`config.mk`:
```
export PLATFORM = sky130hd
export DESIGN_NAME = frame_strobe_loader_flat
export DESIGN_NICKNAME = d
export VERILOG_FILES = /design/src/rtl/frame_strobe_loader_if.sv /design/src/rtl/frame_strobe_loader.sv /design/src/flat_wrapper.sv
export SDC_FILE = /design/constraint.sdc
export NUM_CORES = 1
export LEC_CHECK = 0
export CAP_MARGIN = 25
export CORE_ASPECT_RATIO = 0.8
export CORE_UTILIZATION = 48
export CTS_CLUSTER_DIAMETER = 50
export DETAILED_ROUTE_END_ITERATION = 10
export GPL_TIMING_DRIVEN = 0
export PLACE_DENSITY = 0.8
export SLEW_MARGIN = 40
export SYNTH_ARGS = -nofsm -noshare
export SYNTH_HDL_FRONTEND = slang
export SYNTH_SLANG_ARGS = --single-unit
```
`constraint.sdc`:
```
create_clock -name CLK -period 2.9 [get_ports CLK]
set_input_delay 0.29 -clock CLK [delete_from_list [all_inputs] [get_ports CLK]]
set_output_delay 0.29 -clock CLK [all_outputs]
set_load 0.02 [all_outputs]
```
`src/rtl/frame_strobe_loader_if.sv`:
```
// Configuration word stream feeding the frame loader: valid/ready handshake
// carrying header and frame words.
interface frame_strobe_loader_if #(
    parameter int FrameBitsPerRow = 32
) ();
    logic [FrameBitsPerRow-1:0] cfg_data;
    logic                       cfg_valid;
    logic                       cfg_ready;

    modport master (output cfg_data, output cfg_valid, input  cfg_ready);
    modport slave  (input  cfg_data, input  cfg_valid, output cfg_ready);
endinterface

```
`src/rtl/frame_strobe_loader.sv`:
```
// Column-bottom frame loader: decodes a header, then presents each frame word
// on FrameData and pulses a one-hot FrameStrobe with setup/hold margin.
//
// state  | meaning
// IDLE   | waiting for a header word, cfg_ready high
// LOAD   | waiting for the next frame word, cfg_ready high
// SETUP  | FrameData driven, strobe not yet asserted (data setup)
// STROBE | one-hot FrameStrobe asserted for exactly this cycle
// GAP    | strobe low, data held; advance index and remaining count
module frame_strobe_loader #(
    parameter int FrameBitsPerRow = 32,
    parameter int MaxFramesPerCol = 20
) (
    input  logic                       CLK,
    input  logic                       resetn,
    frame_strobe_loader_if.slave       cfg,
    output logic [FrameBitsPerRow-1:0] FrameData,
    output logic [MaxFramesPerCol-1:0] FrameStrobe,
    output logic                       busy,
    output logic                       err
);

    typedef enum logic [2:0] {IDLE, LOAD, SETUP, STROBE, GAP} state_t;

    localparam logic [6:0]                 MaxFrames = 7'(MaxFramesPerCol);
    localparam logic [MaxFramesPerCol-1:0] StrobeOne = MaxFramesPerCol'(1);

    state_t     state;
    logic [4:0] index;
    logic [5:0] remaining;
    logic       ready_q;

    logic [4:0] hdr_start;
    logic [4:0] hdr_cm1;
    logic [6:0] hdr_end;
    logic       hdr_ok;

    assign hdr_start = cfg.cfg_data[12:8];
    assign hdr_cm1   = cfg.cfg_data[4:0];
    assign hdr_end   = {2'b00, hdr_start} + {2'b00, hdr_cm1} + 7'd1;
    assign hdr_ok    = (cfg.cfg_data[31:24] == 8'hFA) &&
                       ({2'b00, hdr_start} < MaxFrames) &&
                       (hdr_end <= MaxFrames);

    // Ready is purely a registered state decode, never a function of valid.
    assign cfg.cfg_ready = ready_q;

    always_ff @(posedge CLK) begin
        if (!resetn) begin
            state       <= IDLE;
            FrameData   <= '0;
            FrameStrobe <= '0;
            busy        <= 1'b0;
            err         <= 1'b0;
            ready_q     <= 1'b1;
            index       <= '0;
            remaining   <= '0;
        end else begin
            case (state)
                IDLE: begin
                    if (cfg.cfg_valid) begin
                        if (hdr_ok) begin
                            index     <= hdr_start;
                            remaining <= {1'b0, hdr_cm1} + 6'd1;
                            err       <= 1'b0;
                            busy      <= 1'b1;
                            state     <= LOAD;
                        end else begin
                            err <= 1'b1;
                        end
                    end
                end
                LOAD: begin
                    if (cfg.cfg_valid) begin
                        FrameData <= cfg.cfg_data;
                        ready_q   <= 1'b0;
                        state     <= SETUP;
                    end
                end
                SETUP: begin
                    FrameStrobe <= StrobeOne << index;
                    state       <= STROBE;
                end
                STROBE: begin
                    FrameStrobe <= '0;
                    state       <= GAP;
                end
                GAP: begin
                    index     <= index + 5'd1;
                    remaining <= remaining - 6'd1;
                    ready_q   <= 1'b1;
                    if (remaining == 6'd1) begin
                        busy  <= 1'b0;
                        state <= IDLE;
                    end else begin
                        state <= LOAD;
                    end
                end
                default: begin
                    FrameStrobe <= '0;
                    ready_q     <= 1'b1;
                    busy        <= 1'b0;
                    state       <= IDLE;
                end
            endcase
        end
    end

endmodule
```
`src/flat_wrapper.sv`:
```
// flat-port wrapper written by rule: the top's interface ports become plain ports
module frame_strobe_loader_flat 
#(
    parameter int FrameBitsPerRow = 32,
    parameter int MaxFramesPerCol = 20
)
  (CLK, resetn, FrameData, FrameStrobe, busy, err, cfg_cfg_data, cfg_cfg_valid, cfg_cfg_ready);
  frame_strobe_loader_if #(.FrameBitsPerRow(FrameBitsPerRow)) cfg_i ();
  input  logic CLK;
  input  logic resetn;
  output logic [FrameBitsPerRow-1:0] FrameData;
  output logic [MaxFramesPerCol-1:0] FrameStrobe;
  output logic busy;
  output logic err;
  input wire logic [$bits(cfg_i.cfg_data)-1:0] cfg_cfg_data;
  input wire logic [$bits(cfg_i.cfg_valid)-1:0] cfg_cfg_valid;
  output wire logic [$bits(cfg_i.cfg_ready)-1:0] cfg_cfg_ready;
  assign cfg_i.cfg_data = cfg_cfg_data;
  assign cfg_i.cfg_valid = cfg_cfg_valid;
  assign cfg_cfg_ready = cfg_i.cfg_ready;
  frame_strobe_loader #(.FrameBitsPerRow(FrameBitsPerRow), .MaxFramesPerCol(MaxFramesPerCol)) u_core (.CLK(CLK), .resetn(resetn), .cfg(cfg_i), .FrameData(FrameData), .FrameStrobe(FrameStrobe), .busy(busy), .err(err));
endmodule
```
==> run metrics <==
outcome=completed; H-tree levels=3; root buffer cell=clkbuf_8; Syn Std Cell Area=about 0.0033 mm2; clock sink total=69; Slew Limit Fails=0; Die Y=roughly 76 um; Tightest Hold Check Type=register to register; Post-DP HPWL=~6900 um; leakage=roughly 1.5 nW; Initial Utilization=0.506; critical path endpoint category=register; Post-CTS Setup Inserts=0; Synth async-reset ratio=0; RSZ-0062 raised after global routing=false; via/cell ratio=between 5 and 6; first-pass GRT wire length=15,900 um; post-synthesis cell count=400; total power=~1.9 mW; Area Overhead vs Synth=36.6%; pwr dens=422 mW/mm2; Crit path buffers/inverters=1; multi-input logic area=~0.0018 mm2; Iter 0 DRT Violations=255; Layout Cells excl Fill=between 500 and 600; synth unique cells=50; Most used DFF post-synth=dfxtp_1; critical path's slowest cell=clkdlybuf4s50_1; final critical-path required period=roughly 2.7 ns; Routed WL per cell=16.1 um; delay-heaviest family, CP=compound AO/OA/AOI/OAI gates; EDFF count, synth=0; Longest Clk Path Bufs=2; max_cap viols=0; sum of negative setup slack=0 ns; PortBufs=89; share of layout cells above drive strength 1=0.0634; Worst-Skew Late Latency=between 0.3 and 0.4 ns; area leader, netlist=dfxtp_1; total CTS buffers=9; gpl congestion=between 0.8 and 0.9; FILL cells=about 530; Hold Vio Cnt, Final=0; DRC=0; Hold Slack=roughly 0.46 ns; Finished Core Util=0.692; vias in the first global route=between 3,000 and 4,000; top post-synthesis cells by count=78 x nand2_1, 69 x dfxtp_1, 39 x a21oi_1; initial antenna violation count=0; gr ovfl total=0; TritonCTS clock tree=built; Worst EP required=3.17 ns; die width=approximately 95 um; Placed Cells=573; # diodes=0; io pins=90; Yosys Warn Count=0; Max IR drop VDD=~0.32 mV; Core Box Area=roughly 0.0065 mm2; largest net degree at the start of global routing=13; Peak Freq=approximately 370 MHz; Synth top area share=0.419; skew final=roughly 0.0075 ns; die area=0.00720 mm2; Seq/Total Area, Yosys=0.419; most frequent cell after synthesis=nand2_1; Tcrit/Tclk final=0.936; Storage cell area=0.00138 mm2; Avg Inst Size Synth=between 8 and 9 um2; First-pass DRT Iterations=4; critical path arrival=between 2 and 3 ns; drt total wl=between 9000 and 10,000 um; Slew headroom=0.486; Detail Route Antenna Nets=0; clk slew on worst S/H paths=about 0.080 ns; GR Util All Layers=0.284; Nets=550; worst slew pin tran=~0.77 ns; Setup violations, final=0; Syn Nets=450; synth top area cells=dfxtp_1 42%, nand2_1 8.9%, a21oi_1 5.9%; maximum fanout along the worst path=7; worst-path cell chain=clkdlybuf4s50_1, ha_1, fa_1, xor2_1, o221ai_2, o311a_2, mux2_4, o31ai_2; flops & latches, synth=69; Setup CP Type=input pin to register; Row Count=26; max incr delay on CP=about 0.53 ns; Via Count=3,414; CP startpoint kind=input pin
final cells by class:
| class | instances | share of cell area |
|---|---|---|
| multi-input combinational | 291 | 0.393 |
| sequential | 69 | 0.307 |
| timing repair buffer | 89 | 0.198 |
| clock buffer | 10 | 0.0306 |
| tap | 84 | 0.0234 |
| buffer | 26 | 0.0220 |
| clock inverter | 6 | 0.0139 |
| inverter | 14 | 0.0117 |
where the power goes:
part	total [mW]	internal (mW)	switching [mW]
combinational	0.155	0.0725	0.0822
sequential	0.949	0.948	0.000792
clock	0.794	0.417	0.377
total	1.90	1.44	0.460
cell usage in the layout, fill, tap and decap left out, types with 9 or more instances in the layout:
master	count
clkdlybuf4s50_1	89
nand2_1	78
dfxtp_1	69
a21oi_1	39
nor2_1	34
clkbuf_1	25
inv_1	14
ha_1	14
nand3_1	12
a22oi_1	12
o21ai_0	10
a31oi_1	10
clkbuf_8	10
nor3_1	9
repair_timing:
action                                  CTS  global route
endpoints found under the setup margin    0             2
hold buffers                              0             0
resized for setup                         0             1
tightest hold or removal path: cells and delay by family, from the launching register on:
family / cells / cell delay [ns]
flip-flops: 1 / 0.31
AO/OA/AOI/OAI: 1 / 0.05
AND/OR/NAND/NOR: 1 / 0.05
routing by layer:
layer  track usage  wire length [um]
met1         0.384              4210
met3         0.107               944
met4        0.0848               129
met2         0.418              4220
met5             0                 0
state kept, by name (all words and copies together) (netlist names):
name                  flops
u_core.FrameData         32
u_core.FrameStrobe       20
u_core.busy               1
u_core.cfg.cfg_ready      1
u_core.err                1
u_core.index              5
u_core.remaining          6
u_core.state              3
final timing paths:
check	slack (ns)	cells past startpoint	to	from
max	0.19	8	u_core.remaining[5]	cfg_cfg_data[0]
min	0.46	2	u_core.FrameData[4]	u_core.FrameData[4]
max reg2reg	0.74	6	u_core.remaining[0]	u_core.state[0]
min reg2reg	0.46	2	u_core.FrameData[4]	u_core.FrameData[4]
per-stage QoR:
step	setup slack [ns]	instance area (um2)
after floorplan	0.694	3290
after global placement	-0.0513	4290
after detailed placement	-0.134	4290
after CTS	0.226	4490
after global routing	0.0410	4500
final	0.186	4500
kinds of logic (layout without fill, tap and decap cells):
kind of cell | after synthesis | after routing | share of synthesized area
simple gates | 161 | 161 | 0.225
compound gates | 104 | 104 | 0.216
flops | 69 | 69 | 0.419
buf+inv | 40 | 145 | 0.0460
fa+ha+maj | 15 | 15 | 0.0593
xor+xnor | 7 | 7 | 0.0186
mux | 4 | 4 | 0.0156
Power figures use the tool's default switching activity.
